File: src/rtl/aes_pkg.sv
// Shared AES inverse-cipher definitions: widths, FSM states, GF(2^8) helpers
// and column extract/insert using MSB-first byte order.
package aes_pkg;

  localparam int STATE_W = 128;
  localparam int COL_W   = 32;

  typedef enum logic [1:0] {
    ST_IDLE = 2'd0,
    ST_BUSY = 2'd1,
    ST_DONE = 2'd2
  } state_t;

  // Multiply by x in GF(2^8) modulo 0x11B.
  function automatic logic [7:0] xtime(input logic [7:0] b);
    return {b[6:0], 1'b0} ^ (b[7] ? 8'h1b : 8'h00);
  endfunction

  // Only the InvMixColumns constants are needed, so they are built from x2/x4/x8.
  function automatic logic [7:0] gmul(input logic [7:0] b, input logic [7:0] c);
    logic [7:0] x2, x4, x8;
    x2 = xtime(b);
    x4 = xtime(x2);
    x8 = xtime(x4);
    case (c)
      8'h09:   return x8 ^ b;
      8'h0b:   return x8 ^ x2 ^ b;
      8'h0d:   return x8 ^ x4 ^ b;
      8'h0e:   return x8 ^ x4 ^ x2;
      default: return 8'h00;
    endcase
  endfunction

  function automatic logic [COL_W-1:0] get_col(input logic [STATE_W-1:0] s,
                                              input logic [1:0] c);
    return s[STATE_W-1-COL_W*int'(c) -: COL_W];
  endfunction

  function automatic logic [STATE_W-1:0] set_col(input logic [STATE_W-1:0] s,
                                                input logic [1:0] c,
                                                input logic [COL_W-1:0] v);
    logic [STATE_W-1:0] r;
    r = s;
    r[STATE_W-1-COL_W*int'(c) -: COL_W] = v;
    return r;
  endfunction

endpackage

File: src/rtl/inv_mix_columns_seq_if.sv
// Block-level handshake bundle for the AddRoundKey + InvMixColumns stage.
interface inv_mix_columns_seq_if;
  import aes_pkg::*;

  // A transfer happens on a rising edge where valid and ready are both 1;
  // the sender holds valid and data stable until that edge, and the receiver
  // may raise or lower ready freely.
  logic               in_valid;
  logic               in_ready;
  logic [STATE_W-1:0] state_in;
  logic [STATE_W-1:0] round_key;
  logic               skip_mix;
  logic               out_valid;
  logic               out_ready;
  logic [STATE_W-1:0] state_out;

  modport slave (
    input  in_valid, state_in, round_key, skip_mix, out_ready,
    output in_ready, out_valid, state_out
  );

  modport master (
    output in_valid, state_in, round_key, skip_mix, out_ready,
    input  in_ready, out_valid, state_out
  );

endinterface

File: src/rtl/inv_mix_column.sv
// Combinational InvMixColumns on one 32-bit column (row 0 in the MSB byte).
module inv_mix_column
  import aes_pkg::*;
(
  input  logic [COL_W-1:0] col_in,
  output logic [COL_W-1:0] col_out
);

  logic [7:0] a0, a1, a2, a3;
  logic [7:0] b0, b1, b2, b3;

  assign {a0, a1, a2, a3} = col_in;

  assign b0 = gmul(a0, 8'h0e) ^ gmul(a1, 8'h0b) ^ gmul(a2, 8'h0d) ^ gmul(a3, 8'h09);
  assign b1 = gmul(a0, 8'h09) ^ gmul(a1, 8'h0e) ^ gmul(a2, 8'h0b) ^ gmul(a3, 8'h0d);
  assign b2 = gmul(a0, 8'h0d) ^ gmul(a1, 8'h09) ^ gmul(a2, 8'h0e) ^ gmul(a3, 8'h0b);
  assign b3 = gmul(a0, 8'h0b) ^ gmul(a1, 8'h0d) ^ gmul(a2, 8'h09) ^ gmul(a3, 8'h0e);

  assign col_out = {b0, b1, b2, b3};

endmodule

File: src/rtl/inv_mix_columns_seq.sv
// Column-serial AddRoundKey + InvMixColumns: one shared column multiplier,
// one block in flight, skip_mix bypasses the mix for the final round.
module inv_mix_columns_seq
  import aes_pkg::*;
(
  input  logic                  clk,
  input  logic                  rst_n,
  inv_mix_columns_seq_if.slave  bus,
  output state_t                dbg_state
);

  state_t             state_q, state_d;
  logic [STATE_W-1:0] work_q, work_d;
  logic [1:0]         col_cnt_q, col_cnt_d;
  logic               in_ready_q, in_ready_d;
  logic [COL_W-1:0]   mix_in, mix_out;

  assign mix_in = get_col(work_q, col_cnt_q);

  inv_mix_column u_mix (
    .col_in  (mix_in),
    .col_out (mix_out)
  );

  always_comb begin
    state_d   = state_q;
    work_d    = work_q;
    col_cnt_d = col_cnt_q;
    case (state_q)
      ST_IDLE: begin
        if (bus.in_valid && in_ready_q) begin
          work_d    = bus.state_in ^ bus.round_key;
          col_cnt_d = 2'd0;
          state_d   = bus.skip_mix ? ST_DONE : ST_BUSY;
        end
      end
      ST_BUSY: begin
        work_d    = set_col(work_q, col_cnt_q, mix_out);
        col_cnt_d = col_cnt_q + 2'd1;
        if (col_cnt_q == 2'd3) state_d = ST_DONE;
      end
      ST_DONE: begin
        if (bus.out_ready) state_d = ST_IDLE;
      end
      default: state_d = ST_IDLE;
    endcase
  end

  // Registered ready: held low through reset, rises on every entry into IDLE.
  assign in_ready_d = (state_d == ST_IDLE);

  always_ff @(posedge clk or negedge rst_n) begin
    if (!rst_n) begin
      state_q    <= ST_IDLE;
      work_q     <= '0;
      col_cnt_q  <= 2'd0;
      in_ready_q <= 1'b0;
    end else begin
      state_q    <= state_d;
      work_q     <= work_d;
      col_cnt_q  <= col_cnt_d;
      in_ready_q <= in_ready_d;
    end
  end

  assign bus.in_ready  = in_ready_q;
  assign bus.out_valid = (state_q == ST_DONE);
  assign bus.state_out = work_q;
  assign dbg_state     = state_q;

endmodule

File: src/flat_wrapper.sv
// flat-port wrapper written by rule: the top's interface ports become plain ports
module inv_mix_columns_seq_flat import aes_pkg::*;
  (clk, rst_n, dbg_state, bus_in_valid, bus_state_in, bus_round_key, bus_skip_mix, bus_out_ready, bus_in_ready, bus_out_valid, bus_state_out);
  inv_mix_columns_seq_if bus_i ();
  input  logic clk;
  input  logic rst_n;
  output state_t dbg_state;
  input wire logic [$bits(bus_i.in_valid)-1:0] bus_in_valid;
  input wire logic [$bits(bus_i.state_in)-1:0] bus_state_in;
  input wire logic [$bits(bus_i.round_key)-1:0] bus_round_key;
  input wire logic [$bits(bus_i.skip_mix)-1:0] bus_skip_mix;
  input wire logic [$bits(bus_i.out_ready)-1:0] bus_out_ready;
  output wire logic [$bits(bus_i.in_ready)-1:0] bus_in_ready;
  output wire logic [$bits(bus_i.out_valid)-1:0] bus_out_valid;
  output wire logic [$bits(bus_i.state_out)-1:0] bus_state_out;
  assign bus_i.in_valid = bus_in_valid;
  assign bus_i.state_in = bus_state_in;
  assign bus_i.round_key = bus_round_key;
  assign bus_i.skip_mix = bus_skip_mix;
  assign bus_i.out_ready = bus_out_ready;
  assign bus_in_ready = bus_i.in_ready;
  assign bus_out_valid = bus_i.out_valid;
  assign bus_state_out = bus_i.state_out;
  inv_mix_columns_seq u_core (.clk(clk), .rst_n(rst_n), .bus(bus_i), .dbg_state(dbg_state));
endmodule
File: config.mk
export PLATFORM = sky130hd
export DESIGN_NAME = inv_mix_columns_seq_flat
export DESIGN_NICKNAME = d
export VERILOG_FILES = /design/src/rtl/aes_pkg.sv /design/src/rtl/inv_mix_columns_seq_if.sv /design/src/rtl/inv_mix_column.sv /design/src/rtl/inv_mix_columns_seq.sv /design/src/flat_wrapper.sv
export SDC_FILE = /design/constraint.sdc
export NUM_CORES = 1
export LEC_CHECK = 0
export BUFFER_PORTS_ARGS = -buffer_cell sky130_fd_sc_hd__buf_4
export CAP_MARGIN = 20
export CORE_AREA = 2 2 152 154
export DETAILED_ROUTE_END_ITERATION = 16
export DIE_AREA = 0 0 154 156
export HOLD_SLACK_MARGIN = 0.06
export PLACE_DENSITY = 0.78
export SLEW_MARGIN = 20
export SYNTH_ARGS = -nofsm -noshare
export SYNTH_HDL_FRONTEND = slang
export SYNTH_SLANG_ARGS = --single-unit
File: constraint.sdc
create_clock -name clk -period 2.9 [get_ports clk]
set_input_delay 0.29 -clock clk [delete_from_list [all_inputs] [get_ports clk]]
set_output_delay 0.29 -clock clk [all_outputs]
set_load 0.05 [all_outputs]
# Word level (Yosys, flattened, before mapping)

Cells that the tools add are included.

Bits in registers: 133
Bits of input ports: 261
Word-level logic and storage cells: 90

Add/subtract/negate cells: 3
Equal/unequal tests: 4
Shifts and indexed selects: 3
Mux-type cells: 22
Bitwise gates (word level): 49
Reductions and logical operators: 5

Operator list:

| cell                                                                      | count |
|---|---|
| 8-bit bitwise XOR                                                         | 40 |
| 128-bit one-hot mux with 2 select lines                                   | 1 |
| 32-bit by 33-bit variable shift with 159-bit output, first input constant | 1 |
| 159-bit by 32-bit variable part select with 32-bit output                 | 1 |
| 32-bit by 33-bit variable part select with 159-bit output                 | 1 |
| 128-bit bitwise mux                                                       | 1 |
| 128-bit two-way mux                                                       | 1 |
| 128-bit bitwise XOR                                                       | 1 |
| 8-bit by 5-bit bitwise XOR with 8-bit output                              | 8 |
| 5-bit two-way mux                                                         | 12 |
| 32-bit negation with 33-bit output                                        | 1 |
| 2-bit two-way mux                                                         | 5 |
| 7-bit by 7-bit subtractor with 8-bit output, first input constant         | 1 |
| 2-bit one-hot mux with 3 select lines                                     | 1 |
| 2-bit equality test, second input constant                                | 2 |
| 2-bit logical NOT                                                         | 2 |
| 2-bit one-hot mux with 2 select lines                                     | 1 |
| 2-bit by 1-bit adder with 2-bit output, second input constant             | 1 |
| 2-bit by 1-bit equality test with 1-bit output, second input constant     | 1 |
| 2-bit by 1-bit inequality test with 1-bit output, second input constant   | 1 |
| 2-bit AND reduction                                                       | 1 |
| 2-bit nonzero test                                                        | 1 |
| 1-bit logical AND                                                         | 1 |

# Longest topological paths before layout

Gate-level depths: netlist (run 1).

Depth in word-level cells: 16
Gate-level depth with buffers: 12
Depth with buffers taken out: 7

# Hierarchy

A second synthesis (run 1) with hierarchy kept.

Cells, all modules: 883
Area total of the unflattened synthesis: 10,610.2 um^2

Modules (own cells, without submodules):

| module              | instances | cells each | area an instance (um^2) | seq. area each (um^2) |
|---|---|---|---|---|
| inv_mix_columns_seq | 1         | 670        | 8,219.1                 | 3,328.2 |
| inv_mix_column      | 1         | 213        | 2,391.0                 | 0.0 |

# Least setup slack after synthesis (run 1)

Ideal clock, no wire load.

Path kind: register to register
From: register u_core.work_q[29], in the netlist u_core.bus.state_out[29]
To: register u_core.work_q[4], in the netlist u_core.bus.state_out[4]
Setup time: 0.137 ns
Data arrival time: 3.065 ns
Required time: 2.763 ns
Path slack: -0.302 ns
Cell stages (with the launch flop): 8
Clock period less this slack: 3.202 ns
Cell sequence: dfrtp_1 -> mux4_2 -> xnor2_4 -> xnor3_1 -> xnor3_2 -> xnor3_2 -> a22oi_1 -> a21oi_1

Cells in the longest elaborated chain, start to end: 13

RTL lines:

| what                                                                                     | RTL line                                    | source |
|---|---|---|
| from (decl)                                                                              | inv_mix_columns_seq.sv:13                   | `logic [STATE_W-1:0] work_q, work_d;` |
| from (signal assigned)                                                                   | inv_mix_columns_seq.sv:60                   | `work_q <= work_d;` |
| 159-bit by 32-bit variable part select with 32-bit output *                              | aes_pkg.sv:36                               | `return s[STATE_W-1-COL_W*int'(c) -: COL_W];` |
| 8-bit bitwise XOR (tied with other cells)                                                | aes_pkg.sv:16                               | `return {b[6:0], 1'b0} ^ (b[7] ? 8'h1b : 8'h00);` |
| 8-bit by 5-bit bitwise XOR with 8-bit output (tied with other cells)                     | aes_pkg.sv:16                               |  |
| 5-bit two-way mux / 8-bit by 5-bit bitwise XOR with 8-bit output (equally long branches) | aes_pkg.sv:16                               |  |
| 8-bit bitwise XOR                                                                        | aes_pkg.sv:16                               |  |
| 8-bit bitwise XOR (on tied branches) (2 in a row)                                        | aes_pkg.sv:27, aes_pkg.sv:28, aes_pkg.sv:29 |  |
| 8-bit bitwise XOR (on tied branches) (3 in a row)                                        | -                                           |  |
| 32-bit by 33-bit variable part select with 159-bit output *                              | aes_pkg.sv:44                               | `r[STATE_W-1-COL_W*int'(c) -: COL_W] = v;` |
| 128-bit bitwise mux *                                                                    | aes_pkg.sv:44                               |  |
| 128-bit one-hot mux with 2 select lines *                                                | inv_mix_columns_seq.sv:29                   | `case (state_q)` |

Mark *: on every way between the ends. The rest lies on a longest branch, timed or not.
A chain may end at the register's enable or synchronous reset.

# Worst setup path after layout (run 1)

From: register u_core.col_cnt_q[0]
To: register u_core.work_q[11], in the netlist u_core.bus.state_out[11]

Cells in the longest elaborated chain, start to end: 14

RTL lines:

| what                                                                                     | RTL line                                    | source |
|---|---|---|
| from (decl)                                                                              | inv_mix_columns_seq.sv:14                   | `logic [1:0] col_cnt_q, col_cnt_d;` |
| from (signal assigned)                                                                   | inv_mix_columns_seq.sv:61                   | `col_cnt_q <= col_cnt_d;` |
| 7-bit by 7-bit subtractor with 8-bit output *                                            | aes_pkg.sv:36, aes_pkg.sv:44                |  |
| 159-bit by 32-bit variable part select with 32-bit output                                | aes_pkg.sv:36                               |  |
| 8-bit bitwise XOR (tied with other cells)                                                | aes_pkg.sv:16                               |  |
| 8-bit by 5-bit bitwise XOR with 8-bit output (tied with other cells)                     | aes_pkg.sv:16                               |  |
| 5-bit two-way mux / 8-bit by 5-bit bitwise XOR with 8-bit output (equally long branches) | aes_pkg.sv:16                               |  |
| 8-bit bitwise XOR                                                                        | aes_pkg.sv:16                               |  |
| 8-bit bitwise XOR (on tied branches) (2 in a row)                                        | aes_pkg.sv:27, aes_pkg.sv:28, aes_pkg.sv:29 |  |
| 8-bit bitwise XOR (on tied branches) (3 in a row)                                        | -                                           |  |
| 32-bit by 33-bit variable part select with 159-bit output                                | aes_pkg.sv:44                               |  |
| 128-bit bitwise mux *                                                                    | aes_pkg.sv:44                               |  |
| 128-bit one-hot mux with 2 select lines *                                                | inv_mix_columns_seq.sv:29                   |  |

Marked as above.

==> results.toml, run 1 <==
[placed_design]
globalplace.congestion = 1.00
dp.cells = 1677
portBuffers = 392
dpl.hpwl_um = 29100

[worst_setup_path]
crit_type = "flop to flop"
r2r-end = "u_core.bus.state_out[11]"
rr_worst_depth = 12
cp_max_fo = 8
crit_path_end_kind = "flop"
reg2reg_slack_ns = -0.40
start_kind = "flop"
worstPathArrival_ns = 3.61
timing.rr.start = "u_core.col_cnt_q[0]"
crit_required_ns = 3.22

[cells_and_area]
syn2layout_area_growth_pct = 70.9
utilization = 0.773
drive_gt1_frac = 0.591
fin_cells = 1778
fin_nets = 1745
final_cell_mix = "539 x buf_4, 123 x dfrtp_1, 94 x xor2_1, 83 x nor2_1, 80 x xnor2_1"
n_antenna_cell = 0
final_common_cell = "buf_4"
fillers = 1242

[worst_hold_path]
worstHoldPathType = "primary input to flop"
whs_path_depth = 2
hp-start = "bus_out_ready"
hold_end = "u_core.dbg_state[1]"

[logic_synthesis]
post_synth.cell_area_avg_um2 = 11.0
yosysTopAreaCellShare = 0.329
synth_cell_types = 36
synth_fp_nets = 1189
yosys-top-cells-area = "dfrtp_1 33%, xnor2_1 12%, xor2_1 10%"
async_flop_share = 1.00
synth-seq-cells = 133
yosysSeqAreaShare = 0.329
ys.flop_type = "dfrtp_1"
synth_edf_count = 0
syn_area_mm2 = 0.0101
synth_cells = 924
synth_largest_area_cell = "dfrtp_1"
synth-warning-count = 0

[floorplan]
design.core.area_mm2 = 0.0224
initial_core_util = 0.452
ioPinCount = 393
die_x_um = 154
die_y_um = 156
num_rows = 55
dieArea_mm2 = 0.0240

[clock_network]
clock_latency_ns = 0.44
clk_pin_slew_worst_paths_ns = 0.06
cts_root_buffer = "clkbuf_16"
cts_buffers = 17
tritoncts = "yes"
htree_levels = 4
cts_buffer_depth = 2
clock_sinks = 133

[sta]
hold_violations = 0
slew_headroom = 0.397
setup_viol = 125
max_freq_mhz = 303
drv_slew = 0
finalClockSkew_ns = 0.0137
setup_ws_ns = -0.396
timing.hold.ws_ns = 0.159
timing.final.crit_share = 1.14
setup_tns_ns = -24.89
rsz0062_at_grt = "true"
period_needed_ns = 3.30
tightest_slew_ns = 0.902

[grt]
grt_pass1_wl_um = 60200
gr-total-overflow = 0
antenna_found_initial = 0
first_global_vias = 10376
grt_start_max_net_pins = 83
grt_usage = 0.329

[routing]
first_iter_violations = 1016
postRouteAntennaNets = 0
drcViolationCount = 0
vias = 10755
via_per_inst = 6.05
drt-wirelength-per-cell_um = 26.0
firstDrtPassIters = 8
wl_um = 46200

[run]
drv_cap = 0

[run_status]
status = "complete, but fails checks"
violations = "negative setup slack"
==> worst max-delay path by stage <==
stage	slack [ns]	endpoint	from
finish	-0.40	u_core.bus.state_out[11]	u_core.col_cnt_q[0]
global route	-0.44	u_core.bus.state_out[49]	u_core.col_cnt_q[0]
CTS	-0.19	u_core.bus.state_out[69]	u_core.col_cnt_q[0]
detailed placement	-0.30	u_core.bus.state_out[124]	u_core.col_cnt_q[0]
global placement	-0.29	u_core.bus.state_out[60]	u_core.col_cnt_q[0]
floorplan	-0.10	u_core.bus.state_out[100]	u_core.col_cnt_q[0]
==> final cells by class <==
type / count / area [um2] / area share
Multi-Input combinational cell: 721 / 8070 / 0.467
Timing Repair Buffer: 603 / 4930 / 0.285
Sequential cell: 133 / 3340 / 0.193
Clock buffer: 17 / 425 / 0.0246
Tap cell: 285 / 357 / 0.0206
Clock inverter: 15 / 146 / 0.00847
Inverter: 4 / 15.0 / 0.000868
==> critical path: stages, from the launching register on <==
cell	delay (ns)
dfrtp_2	0.42
buf_12	0.17
buf_12	0.12
mux4_2	0.56
buf_4	0.19
xor2_2	0.18
xnor2_1	0.21
buf_4	0.20
xnor2_2	0.15
xor2_1	0.33
xnor2_1	0.15
buf_4	0.19
a221o_1	0.29
==> Yosys cell counts, types with 2 or more instances <==
master      n
dfrtp_1   133
xnor3_2     2
xor3_1      4
buf_6       3
nor2_1     84
mux4_2     32
nand2_1    11
buf_2       8
xnor2_1   143
o221ai_1   36
xnor2_2    15
xor2_1    116
buf_1       2
a22oi_1    80
o21a_1     36
nand4_1     4
xnor2_4     4
buf_4       6
xnor3_1    29
clkbuf_1   45
inv_1       3
a221o_1    12
nand3_1     2
nor3_1     16
a21oi_1    84
ha_1        4
==> cells by family after synthesis <==
family | after synthesis | share of synthesized area
flip-flops | 133 | 0.329
adder cells (fa/ha/maj) | 4 | 0.00495
AND/OR/NAND/NOR | 118 | 0.0472
AO/OA/AOI/OAI | 253 | 0.174
multiplexers | 32 | 0.0712
buffers and inverters | 70 | 0.0341
XOR/XNOR | 314 | 0.339
==> per-stage QoR <==
step	area [um2]	worst slack, ns
floorplan	10300	-0.102
global placement	14400	-0.295
detailed placement	14400	-0.302
CTS	15900	-0.191
global route	17300	-0.441
finish	17300	-0.396
==> sequential cells by signal, indices dropped and copies added (netlist names) <==
signal,flops
u_core.bus.state_out,128
u_core.col_cnt_q,2
u_core.dbg_state,2
u_core.bus.in_ready,1
==> repair_timing <==
item / CTS / global route
hold endpoints to repair: 79 / 0
resized for setup: 94 / 167
hold buffers: 1 / 0
setup buffers: 32 / 46
endpoints found under the setup margin: 124 / 128
cloned: 0 / 1
pin swaps: 53 / 119
==> layer usage <==
| metal | up-vias | wire length (um) | GRT usage |
|---|---|---|---|
| met1 | 5177 | 16200 | 0.411 |
| met3 | 230 | 4630 | 0.0703 |
| li1 | 4448 | - | - |
| met4 | 0 | 2640 | 0.136 |
| met5 | - | 0 | 0 |
| met2 | 900 | 22700 | 0.558 |
Power of run 1 is left out: the tool's default activity adds up to more than one toggle a clock period on the data nets, which glitch-free logic cannot reach.
==> inputs of run 2 (changes only) <==
GPL_TIMING_DRIVEN = 0   (was not set)
RECOVER_POWER = 50   (was not set)
==> run 2 against run 1 <==
Compared with the run above:
- the run still ends with negative setup slack left
- hold slack gained 0.026 ns
- clock skew shrank 0.0025 ns
- setup slack lost 0.39 ns
- first-iteration DRC count grew 50%
- count of clock-buffer cells in the layout grew 3
- final area shrank 0.96%
- sequential share of layout area grew 0.18 points
- die area is the same
- non-clock buffer count shrank 23
==> results.toml, run 2 (synthesis results as in run 1) <==
[routing]
postRouteAntennaNets = 0
via_per_inst = 6.58
vias = 11547
drt-wirelength-per-cell_um = 30.8
drcViolationCount = 0
firstDrtPassIters = 6
wl_um = 54000
first_iter_violations = 1523

[floorplan]
ioPinCount = 393
die_x_um = 154
design.core.area_mm2 = 0.0224
die_y_um = 156
num_rows = 55
dieArea_mm2 = 0.0240
initial_core_util = 0.452

[sta]
rsz0062_at_grt = "true"
period_needed_ns = 3.69
timing.final.crit_share = 1.27
setup_ws_ns = -0.789
tightest_slew_ns = 1.47
slew_headroom = 0.0199
hold_violations = 0
drv_slew = 0
timing.hold.ws_ns = 0.185
max_freq_mhz = 271
setup_viol = 128
finalClockSkew_ns = 0.0112

[run]
drv_cap = 0

[worst_hold_path]
worstHoldPathType = "primary input to flop"

[cells_and_area]
fin_nets = 1722
drive_gt1_frac = 0.565
n_antenna_cell = 0
largest_reg_flops = 128
final_cell_mix = "473 x buf_4, 124 x dfrtp_1, 89 x xor2_1, 84 x nor2_1, 80 x xnor2_1"
final_common_cell = "buf_4"
syn2layout_area_growth_pct = 69.2

[clock_network]
clk_pin_slew_worst_paths_ns = 0.06
cts_buffers = 17
clock_latency_ns = 0.45
clock_sinks = 133
htree_levels = 4
cts_buffer_depth = 2
cts_root_buffer = "clkbuf_16"
tritoncts = "yes"

[placed_design]
globalplace.congestion = 0.949
portBuffers = 392
dpl.hpwl_um = 32500

[worst_setup_path]
rr_worst_depth = 13
start_kind = "flop"
cp_max_fo = 8
r2r-end = "u_core.bus.state_out[83]"
timing.rr.start = "u_core.col_cnt_q[0]"
crit_required_ns = 3.21
cp-startpoint = "u_core.col_cnt_q[0]"
crit_path_end_kind = "flop"
cp-endpoint = "u_core.bus.state_out[83]"
reg2reg_slack_ns = -0.79
crit_type = "flop to flop"
worstPathArrival_ns = 3.99

[run_status]
status = "complete, but fails checks"
violations = "negative setup slack"

[grt]
antenna_found_initial = 0
grt_pass1_wl_um = 68900
gr-total-overflow = 0
grt_usage = 0.391
grt_start_max_net_pins = 81
first_global_vias = 10976
[run 2: cell type report]
cell class / count / area (um2)
clock buffers: 20 / 467
clock inverters: 12 / 119
inverters: 4 / 15.0
fillers: 1278 / 5240
flip-flops and latches: 133 / 3340
multi-input cells: 721 / 8220
plain buffers: 66 / 505
well taps: 285 / 357
repair buffers: 514 / 4100
[run 2: metal layers]
layer / share of wire / routed length [um] / track usage
met1: 0.32 / 17000 / 0.458
met2: 0.46 / 25000 / 0.643
met3: 0.14 / 7350 / 0.108
met4: 0.086 / 4650 / 0.238
met5: 0 / 0 / 0
[run 2: worst min path at each step]
stage                              from                        to  slack [ns]  cells after the start
2_1_floorplan                     rst_n       u_core.bus.in_ready      -0.006                      0
3_3_place_gp   u_core.bus.state_out[27]  u_core.bus.state_out[27]        0.50                      1
3_5_place_dp                      rst_n  u_core.bus.state_out[89]        0.24                      1
4_1_cts                   bus_out_ready       u_core.dbg_state[1]        0.18                      2
5_1_grt                    bus_skip_mix       u_core.dbg_state[1]        0.21                      3
6_report                   bus_skip_mix       u_core.dbg_state[1]        0.18                      3
[run 2: metrics by stage]
| step | worst slack, ns | utilization | instances | cell area, um2 | setup TNS [ns] |
|---|---|---|---|---|---|
| after floorplan | -0.102 | - | 924 | 10300 | -1.85 |
| after global placement | -0.991 | 0.606 | 1601 | 13600 | -92.03 |
| after detailed placement | -0.995 | 0.608 | 1602 | 13600 | -93.76 |
| after CTS | -0.404 | 0.716 | 1708 | 16000 | -26.17 |
| after global routing | -0.799 | 0.766 | 1755 | 17100 | -58.98 |
| final | -0.789 | 0.766 | 1755 | 17100 | -57.26 |
[run 2: worst max-delay path: stages, from the launching register on]
cell     delay (ns)
dfrtp_2        0.44
buf_12         0.16
buf_16         0.17
buf_4          0.14
buf_8          0.11
mux4_2         0.62
xor2_4         0.39
xnor3_2        0.38
buf_12         0.16
xnor2_4        0.29
buf_12         0.16
xnor2_4        0.10
a22oi_1        0.28
a21oi_1        0.13
[run 2: repair_timing]
item,4_1_cts,5_1_grt
gates cloned,1,0
endpoints found under the hold margin,53,0
resized for setup,198,129
endpoints found under the setup margin,128,128
pin swaps,123,92
hold buffers,1,0
setup buffers,74,53
Power of run 2 is left out for the same reason.
